$ cat src/rtl/bp_l15_req_arbiter.sv
// Purpose: shares one L1.5 request/return channel between num_req_p transducers, round-robin, one transaction in flight.
// Latency: grant is registered (L1.5 sees a request 1 cycle after req_val_i); returns are steered combinationally.
// Backpressure: requests hold until l15_transducer_ack; returns hold until the owner (or all, for INT) acks.
module bp_l15_req_arbiter #(
  parameter int num_req_p = 2
) (
  input  logic                     clk_i,
  input  logic                     reset_n_i,

  input  logic [num_req_p-1:0]     req_val_i,
  input  logic [5*num_req_p-1:0]   req_rqtype_i,
  input  logic [num_req_p-1:0]     req_nc_i,
  input  logic [3*num_req_p-1:0]   req_size_i,
  input  logic [40*num_req_p-1:0]  req_address_i,
  input  logic [64*num_req_p-1:0]  req_data_i,
  input  logic [2*num_req_p-1:0]   req_l1rplway_i,
  output logic [num_req_p-1:0]     req_ack_o,

  output logic [num_req_p-1:0]     resp_val_o,
  output logic [3:0]               resp_returntype_o,
  output logic [63:0]              resp_data_0_o,
  output logic [63:0]              resp_data_1_o,
  input  logic [num_req_p-1:0]     resp_ack_i,

  output logic                     transducer_l15_val,
  output logic [4:0]               transducer_l15_rqtype,
  output logic                     transducer_l15_nc,
  output logic [2:0]               transducer_l15_size,
  output logic [39:0]              transducer_l15_address,
  output logic [63:0]              transducer_l15_data,
  output logic [1:0]               transducer_l15_l1rplway,
  input  logic                     l15_transducer_ack,

  input  logic                     l15_transducer_val,
  input  logic [3:0]               l15_transducer_returntype,
  input  logic [63:0]              l15_transducer_data_0,
  input  logic [63:0]              l15_transducer_data_1,
  output logic                     transducer_l15_req_ack,

  output logic                     unexpected_ret_o
);

  localparam int lg_req_lp = (num_req_p > 1) ? $clog2(num_req_p) : 1;

  localparam logic [1:0] e_idle = 2'd0;
  localparam logic [1:0] e_send = 2'd1;
  localparam logic [1:0] e_wait = 2'd2;

  localparam logic [3:0] int_ret_lp = 4'b0111;

  logic [1:0]           state_r;
  logic [lg_req_lp-1:0] owner_r;
  logic [lg_req_lp-1:0] rr_ptr_r;
  logic [num_req_p-1:0] int_seen_r;
  logic                 unexpected_r;

  logic [lg_req_lp-1:0] pick;
  logic [lg_req_lp-1:0] idx;
  logic                 pick_vld;
  logic                 int_ret;
  logic                 norm_ret;
  logic                 int_fire;
  logic [lg_req_lp-1:0] rr_next;

  assign int_ret  = l15_transducer_val && (l15_transducer_returntype == int_ret_lp);
  assign norm_ret = l15_transducer_val && (l15_transducer_returntype != int_ret_lp);
  assign int_fire = int_ret && (&(int_seen_r | resp_ack_i));
  assign rr_next  = (int'(owner_r) == num_req_p - 1) ? '0 : owner_r + 1'b1;

  // Round-robin pick: first valid requester at or after rr_ptr, wrapping; lowest offset wins.
  always_comb begin
    pick     = '0;
    idx      = '0;
    pick_vld = 1'b0;
    for (int k = num_req_p - 1; k >= 0; k--) begin
      idx = lg_req_lp'((int'(rr_ptr_r) + k) % num_req_p);
      if (req_val_i[idx]) begin
        pick     = idx;
        pick_vld = 1'b1;
      end
    end
  end

  // Output steering; everything is forced low while reset is asserted.
  always_comb begin
    req_ack_o               = '0;
    resp_val_o              = '0;
    resp_returntype_o       = '0;
    resp_data_0_o           = '0;
    resp_data_1_o           = '0;
    transducer_l15_val      = 1'b0;
    transducer_l15_rqtype   = '0;
    transducer_l15_nc       = 1'b0;
    transducer_l15_size     = '0;
    transducer_l15_address  = '0;
    transducer_l15_data     = '0;
    transducer_l15_l1rplway = '0;
    transducer_l15_req_ack  = 1'b0;
    unexpected_ret_o        = 1'b0;
    if (reset_n_i) begin
      resp_returntype_o = l15_transducer_returntype;
      resp_data_0_o     = l15_transducer_data_0;
      resp_data_1_o     = l15_transducer_data_1;
      unexpected_ret_o  = unexpected_r;
      if (state_r == e_send) begin
        transducer_l15_val      = req_val_i[owner_r];
        transducer_l15_rqtype   = req_rqtype_i[5*int'(owner_r) +: 5];
        transducer_l15_nc       = req_nc_i[owner_r];
        transducer_l15_size     = req_size_i[3*int'(owner_r) +: 3];
        transducer_l15_address  = req_address_i[40*int'(owner_r) +: 40];
        transducer_l15_data     = req_data_i[64*int'(owner_r) +: 64];
        transducer_l15_l1rplway = req_l1rplway_i[2*int'(owner_r) +: 2];
        req_ack_o[owner_r]      = l15_transducer_ack;
      end
      if (int_ret) begin
        // Interrupts go to everyone; the L1.5 is released once each requester has taken it.
        resp_val_o             = ~int_seen_r;
        transducer_l15_req_ack = int_fire;
      end else if (norm_ret) begin
        if (state_r == e_wait) begin
          resp_val_o[owner_r]    = 1'b1;
          transducer_l15_req_ack = resp_ack_i[owner_r];
        end else begin
          // Nobody owns this return: drain it so the L1.5 cannot stall.
          transducer_l15_req_ack = 1'b1;
        end
      end
    end
  end

  // Arbitration state, interrupt bookkeeping and the sticky unowned-return flag.
  always_ff @(posedge clk_i) begin
    if (!reset_n_i) begin
      state_r      <= e_idle;
      owner_r      <= '0;
      rr_ptr_r     <= '0;
      int_seen_r   <= '0;
      unexpected_r <= 1'b0;
    end else begin
      if (int_ret) begin
        int_seen_r <= int_fire ? '0 : (int_seen_r | resp_ack_i);
      end
      if (norm_ret && (state_r != e_wait)) begin
        unexpected_r <= 1'b1;
      end
      case (state_r)
        e_idle: begin
          if (pick_vld && !int_ret) begin
            owner_r <= pick;
            state_r <= e_send;
          end
        end
        e_send: begin
          if (l15_transducer_ack) begin
            state_r <= e_wait;
          end
        end
        e_wait: begin
          if (norm_ret && resp_ack_i[owner_r]) begin
            state_r  <= e_idle;
            rr_ptr_r <= rr_next;
          end
        end
        default: state_r <= e_idle;
      endcase
    end
  end

endmodule
$ cat config.mk
export PLATFORM = sky130hd
export DESIGN_NAME = bp_l15_req_arbiter
export DESIGN_NICKNAME = d
export VERILOG_FILES = /design/src/rtl/bp_l15_req_arbiter.sv
export SDC_FILE = /design/constraint.sdc
export NUM_CORES = 1
export LEC_CHECK = 0
export CELL_PAD_IN_SITES_DETAIL_PLACEMENT = 0
export CELL_PAD_IN_SITES_GLOBAL_PLACEMENT = 1
export CORE_AREA = 2 2 240 242
export DETAILED_ROUTE_END_ITERATION = 10
export DIE_AREA = 0 0 242 244
export GPL_ROUTABILITY_DRIVEN = 0
export MAX_ROUTING_LAYER = met4
export PLACE_DENSITY = 0.6
export SLEW_MARGIN = 20
export SYNTH_ARGS = -nofsm -noshare
export SYNTH_HDL_FRONTEND = slang
export SYNTH_SLANG_ARGS = --single-unit
export TNS_END_PERCENT = 50
$ cat constraint.sdc
create_clock -name clk_i -period 1.6 [get_ports clk_i]
set_input_delay 0.16 -clock clk_i [delete_from_list [all_inputs] [get_ports clk_i]]
set_output_delay 0.16 -clock clk_i [all_outputs]
set_load 0.05 [all_outputs]
==> impl_results.md, run 1 <==
- Status: finished, violations left
- Failing checks: negative setup slack
- Grt total ovfl: 0
- Vias in the first global route: ~6600
- Total GRT Usage: 0.133
- Most frequent cells in the layout: 364 x clkdlybuf4s50_1, 265 x buf_12, 132 x and2_1, 72 x nor2_4, 49 x mux2i_1
- Sequential area share after synthesis: 0.0452
- CTS tree: built
- Area growth syn-to-layout: 375%
- Port Buffers: 623
- Flops & latches, synth: 7
- Num CTS Buffers: 3
- Cells along the critical path: buf_12, buf_12, buf_12, buf_4, mux2i_2, nor2_2, buf_12
- Clock power share: 0.074
- Mapped Nets: ~830
- Post-Synth XOR/XNOR Area: 0
- IO Count: between 600 and 700
- Post-synthesis compound-gate area fraction: 0.0387
- Initial antenna violation count: 16
- Starting Density: 0.0552
- VDD IR-drop max: about 0.42 mV
- Setup violations, final: between 100 and 150
- Placement Rows: 87
- Drt total wl: a little over 40 mm
- # nets final: around 1500
- WL/cell: around 22 µm
- Final Cell Area: 14700 µm²
- Clock latency on the worst-skew pair: around 230 ps
- CP top delay family: buffers and inverters
- FMAX: 563 MHz
- Syn avg cell area: between 6 and 7 µm²
- WP data arrival: 1620 ps
- Power per cell area: around 400 nW/µm²
- Actual slew at the worst max-slew pin: between 300 and 400 ps
- Class of the worst hold path: reg2reg
- Clk buf depth: 2
- Fill cells: slightly below 6000
- Post-synthesis cell count: 459
- Buf+Inv Stages, Crit Path: 5
- Combinational Power Share: 0.893
- DRC viols: 0
- Switching Share: 0.453
- Clock Pin Slew Worst Setup and Hold Paths: 40 ps
- Die Height: 244 µm
- Post-synthesis mux area share: 0.381
- Worst-path fanout max: 7
- Worst Skew: between 1.5 and 2 ps
- Switching power of the nets: around 2.6 mW
- Pleak: about 5.2 nW
- Vias: between 6000 and 7000
- Antenna-violating nets left: 0
- Global-route wire length before repair: ~54 mm
- Adder-cell share of the synthesized area: 0
- Tmin final: between 1500 and 2000 ps
- RSZ-0062 raised after global routing: yes
- Post-synthesis simple-gate area fraction: 0.455
- CP startpoint kind: flop
- Synth cell types: 33
- Cell at the slowest stage of the critical path: dfxtp_4
- Layout cells sized above 1: 0.469
- DP Area: about 13000 µm²
- Int Pwr: between 3 and 4 mW
- Most used cell, CP: buf_12
- Fin worst setup slack: -177 ps
- H-tree levels: 1
- Hold Vio Cnt, Final: 0
- Yosys top cell area share: 0.377
- Clock root buffer: clkbuf_16
- Initial DRC count: 124
- Sequential cell fraction of total power: 0.034
- Rel. slew slack: 0.742
- Via/cell ratio: 3.23
- Most common cell after layout, fill and taps aside: clkdlybuf4s50_1
- DR pass1 iterations: 4
- Die ar.: 59000 µm²
- Maxcap violations: 0
- # clock sinks: 7
- Worst Path Required: 1440 ps
- Largest net degree at the start of global routing: between 90 and 100
- Fin crit share: 1.11
- CP Capture Type: primary output
- Chip width: between 200 and 250 µm
- Overall power: roughly 5.8 mW
- Synth area leader: mux2i_1
- Core area: around 56000 µm²
- CP max stage delay: approximately 350 ps
- Detailed placement HPWL: roughly 36 mm
- Synth warn: 0
- Largest cells by area after synthesis: mux2i_1 38%, and2_1 27%, nor2_1 15%
- Largest family of logic cells by synthesized area: simple AND/OR/NAND/NOR gates
- Post-Synthesis Cell Area: slightly above 3000 µm²
- Critical path type: reg2out
- Final slew viol count: 0
-- logic make-up after synthesis --
group / Yosys count
AOI/OAI and AO/OA: 15
buffers and inverters: 47
DFF: 7
muxes: 118
and+or+nand+nor: 272
-- path summary, 6_finish.rpt --
check / from / to / slack, ps / depth (start not counted)
min: rr_ptr_r$_SDFFE_PN0P_ / rr_ptr_r$_SDFFE_PN0P_ / 490 / 2
min reg2reg: rr_ptr_r$_SDFFE_PN0P_ / rr_ptr_r$_SDFFE_PN0P_ / 490 / 2
max: owner_r$_SDFFE_PN0P_ / transducer_l15_address[19] / -180 / 7
max reg2reg: owner_r$_SDFFE_PN0P_ / rr_ptr_r$_SDFFE_PN0P_ / 170 / 6
-- layout make-up --
type / count / area (µm²) / area share
inverters: 3 / 11.3 / 0.000764
flip-flops and latches: 7 / 146 / 0.00993
diodes: 16 / 40.0 / 0.00272
clock buffers: 4 / 78.8 / 0.00535
multi-input cells: 405 / 3950 / 0.268
well taps: 756 / 946 / 0.0642
repair buffers: 686 / 9580 / 0.649
-- cell usage after synthesis --
| cell type | n |
|---|---|
| nor2_1 | 121 |
| nor3_1 | 1 |
| buf_2 | 15 |
| nand2b_1 | 1 |
| nand2_1 | 3 |
| dfxtp_1 | 7 |
| buf_4 | 12 |
| a21oi_1 | 2 |
| mux2i_1 | 117 |
| clkbuf_1 | 15 |
| o21a_1 | 2 |
| and3_1 | 1 |
| nor2b_1 | 1 |
| or3_1 | 1 |
| a2111oi_4 | 1 |
| a211oi_1 | 1 |
| o211ai_1 | 1 |
| o22ai_1 | 1 |
| nand3b_1 | 1 |
| mux2_2 | 1 |
| o31ai_1 | 2 |
| inv_1 | 3 |
| and2_2 | 1 |
| and2_1 | 132 |
| nand4b_1 | 2 |
| or3b_1 | 1 |
| buf_1 | 1 |
| nor4bb_1 | 1 |
| buf_6 | 1 |
| nor3b_1 | 2 |
| and4b_1 | 1 |
| a31oi_1 | 5 |
| or2b_1 | 2 |
-- layer usage --
| metal | up-vias | track usage | share of wire | wire length [µm] |
|---|---|---|---|---|
| met2 | 404 | 0.232 | 0.51 | 21000 |
| met4 | 0 | 0.0476 | 0.028 | 1160 |
| met5 | - | - | 0 | 0 |
| met1 | 2804 | 0.139 | 0.37 | 15200 |
| met3 | 28 | 0.0466 | 0.089 | 3640 |
| li1 | 2826 | - | - | - |
-- power groups by stage --
stage	Combinational (mW)	Clock, mW	Sequential [mW]
6_report	5.22	0.431	0.197
5_1_grt	5.42	0.452	0.199
4_1_cts	5.09	0.438	0.196
3_5_place_dp	4.65	0	0.212
3_3_place_gp	4.64	0	0.211
2_1_floorplan	1.81	0	0.196
-- what timing repair did --
| action | in CTS | in global routing |
|---|---|---|
| gates resized for setup | 211 | 81 |
| cloned | 2 | 3 |
| hold buffers | 0 | 0 |
| endpoints found under the setup margin | 122 | 121 |
| pin swaps | 16 | 13 |
| setup buffers | 11 | 0 |
-- registers in the layout (all words and copies together) (netlist names) --
register      cells
owner_r           1
unexpected_r      1
int_seen_r        2
rr_ptr_r          1
state_r           2
-- tightest hold or removal path: stages (launching register included) --
cell     delay (ps)
dfxtp_1         330
a31oi_1          50
nor2_1           70
-- stage by stage --
step	setup TNS [ps]	cells	utilization	hold slack [ps]	setup slack (ps)
global placement	-2520	1842	0.234	472	-363
detailed placement	-2890	1842	0.234	486	-345
CTS	-13270	1858	0.253	494	-149
floorplan	-8460	459	-	318	-207
global route	-18090	1877	0.262	506	-230
finish	-11240	1877	0.262	491	-177
(Power assumes the default switching activity.)
==> run 2, diff against run 1 <==
Settings changed: TNS_END_PERCENT 50 to unset.
==> run 2 against run 1 <==
  * The flow still finishes with violations (negative setup slack)
  * Global-route usage is 0.77 points lower
  * Clock power is 3% higher
  * Critical path type unchanged
  * First-iteration DRC count is 27% lower
  * Total power is 2.2% higher
  * Die area stayed put
  * Worst hold slack worse by 87 ps
  * Clock skew is 2.2 ps higher
  * Maximum frequency is 2.0% higher
  * Largest power group unchanged
  * Critical path depth is 1 lower
==> impl_results.md, run 2 (synthesized netlist as in run 1, its figures left out) <==
- Grt total ovfl: 0 (unchanged)
- Combinational Power Share: 0.893 (about the same)
- Via/cell ratio: 3.22 (-0.39%)
- Die ar.: 59000 µm² (unchanged)
- DR pass1 iterations: 4 (unchanged)
- H-tree levels: 1 (unchanged)
- Largest regs: int_seen_r (2), state_r (2)
- Initial antenna violation count: 4 (-12)
- # diodes: 0 (-16)
- RSZ-0062 raised after global routing: yes
- Fin worst setup slack: -141 ps (+35.4 ps)
- Most frequent cells in the layout: 364 x clkdlybuf4s50_1, 268 x buf_12, 132 x and2_1, 74 x nor2_4, 52 x mux2i_4
- Num CTS Buffers: 3 (unchanged)
- Total GRT Usage: 0.126 (-0.00769)
- Tmin final: 1740 ps (-35.4 ps)
- Layout cells sized above 1: 0.483 (+0.0140)
- Largest net degree at the start of global routing: 84 (-14%)
- Class of the worst hold path: in2reg
- Initial DRC count: 90 (-27%)
- Antenna-violating nets left: 0 (unchanged)
- Power per cell area: 395 nW/µm² (-0.52%)
- Sequential cell fraction of total power: 0.033 (about the same)
- Rel. slew slack: 0.789 (+0.0472)
- Global-route wire length before repair: 51.7 mm (-4.2%)
- Port Buffers: 623 (unchanged)
- CP startpoint kind: flop
- Placement Rows: 87 (unchanged)
- Vias in the first global route: 6683 (+0.77%)
- CTS tree: built
- Chip width: 242 µm (unchanged)
- Hold Vio Cnt, Final: 0 (unchanged)
- Switching Share: 0.445 (-0.00796)
- Starting Density: 0.0552 (unchanged)
- Fill cells: 5862 (-0.58%)
- Failing checks: negative setup slack
- Actual slew at the worst max-slew pin: 316 ps (-60.0 ps)
- Int Pwr: 3.32 mW (+3.7%)
- Pleak: 5.32 nW (+2.3%)
- Most common cell after layout, fill and taps aside: clkdlybuf4s50_1
- CP Capture Type: primary output
- Clock power share: 0.074 (about the same)
- Setup slack, reg-to-reg: 300 ps (+130 ps)
- Clock Pin Slew Worst Setup and Hold Paths: 40 ps (about the same)
- Setup TNS: -9920 ps (+1320 ps)
- Fin util: 0.270 (+0.00726)
- Detailed placement HPWL: 32.8 mm (-8.0%)
- Clk buf depth: 2 (unchanged)
- Critical path type: reg2out
- FMAX: 574 MHz (+2.0%)
- Fin crit share: 1.09 (-0.0222)
- Core area: 56200 µm² (unchanged)
- DP Area: 13400 µm² (+1.8%)
- DP Worst Slack: -277 ps (+68.4 ps)
- DRC viols: 0 (unchanged)
- WP data arrival: 1580 ps (-40 ps)
- WL/cell: 20.4 µm (-6.6%)
- Setup violations, final: 112 (-7.4%)
- Worst-path fanout max: 7 (unchanged)
- VDD IR-drop max: 0.215 mV (-49%)
- CTS hold repair buffers: 0 (unchanged)
- Clock latency on the worst-skew pair: 240 ps (about the same)
- Worst Skew: 4.03 ps (+2.16 ps)
- Maxcap violations: 0 (unchanged)
- IO Count: 624 (unchanged)
- Final Cell Area: 15200 µm² (+2.8%)
- Area growth syn-to-layout: 388%
- # clock sinks: 7 (unchanged)
- Vias: 5990 (-1.2%)
- # nets final: 1477 (+0.068%)
- Worst Path Required: 1440 ps (about the same)
- Die Height: 244 µm (unchanged)
- Switching power of the nets: 2.66 mW (+0.43%)
- Drt total wl: 37.9 mm (-7.4%)
- Final slew viol count: 0 (unchanged)
- Clock root buffer: clkbuf_16
- Status: finished, violations left
[run 2: final cells by class]
class                           instances  area, µm²  share of cell area
Clock buffer                            4       78.8             0.00520
Inverter                                3       11.3            0.000743
Multi-Input combinational cell        405       4200               0.277
Sequential cell                         7        145             0.00958
Tap cell                              756        946              0.0624
Timing Repair Buffer                  687       9770               0.645
[run 2: critical path, cell delays in order, from the launching register on]
cell and delay (ps):
dfxtp_4 440, buf_12 140, buf_16 140, buf_16 160, mux2i_4 260, nor2_4 50, buf_12 140
[run 2: power by group through the flow]
stage	clock, mW	sequential, mW	combinational [mW]
detailed placement	0	0.199	4.71
floorplan	0	0.196	1.86
global route	0.455	0.199	5.54
global placement	0	0.198	4.69
finish	0.442	0.197	5.34
CTS	0.445	0.197	5.29
[run 2: layer usage]
layer	vias to the layer above	share of wire	wire [µm]	global-route usage
li1	2811	-	-	-
met1	2770	0.34	12800	0.121
met2	388	0.57	21700	0.252
met3	21	0.076	2890	0.0338
met4	0	0.013	502	0.0174
met5	-	0	0	-
[run 2: worst paths after layout]
check	to	cells after the start	start
setup / recovery	transducer_l15_data[26]	6	owner_r$_SDFFE_PN0P_
hold / removal	state_r[0]$_SDFFE_PN0P_	3	reset_n_i
setup reg to reg	state_r[1]$_SDFFE_PN0P_	4	owner_r$_SDFFE_PN0P_
hold reg to reg	rr_ptr_r$_SDFFE_PN0P_	2	rr_ptr_r$_SDFFE_PN0P_
[run 2: through the flow]
stage	hold slack (ps)	instances	power, mW
6_report	404	1862	5.98
5_1_grt	432	1862	6.19
4_1_cts	408	1861	5.94
3_5_place_dp	478	1846	4.90
3_3_place_gp	466	1846	4.89
2_1_floorplan	318	459	2.06
[run 2: what timing repair did]
| item | in CTS | in global routing |
|---|---|---|
| setup endpoints to repair | 121 | 121 |
| resized for setup | 243 | 48 |
| buffers inserted | 11 | 1 |
| pin swaps | 21 | 15 |
| cloned | 7 | 3 |
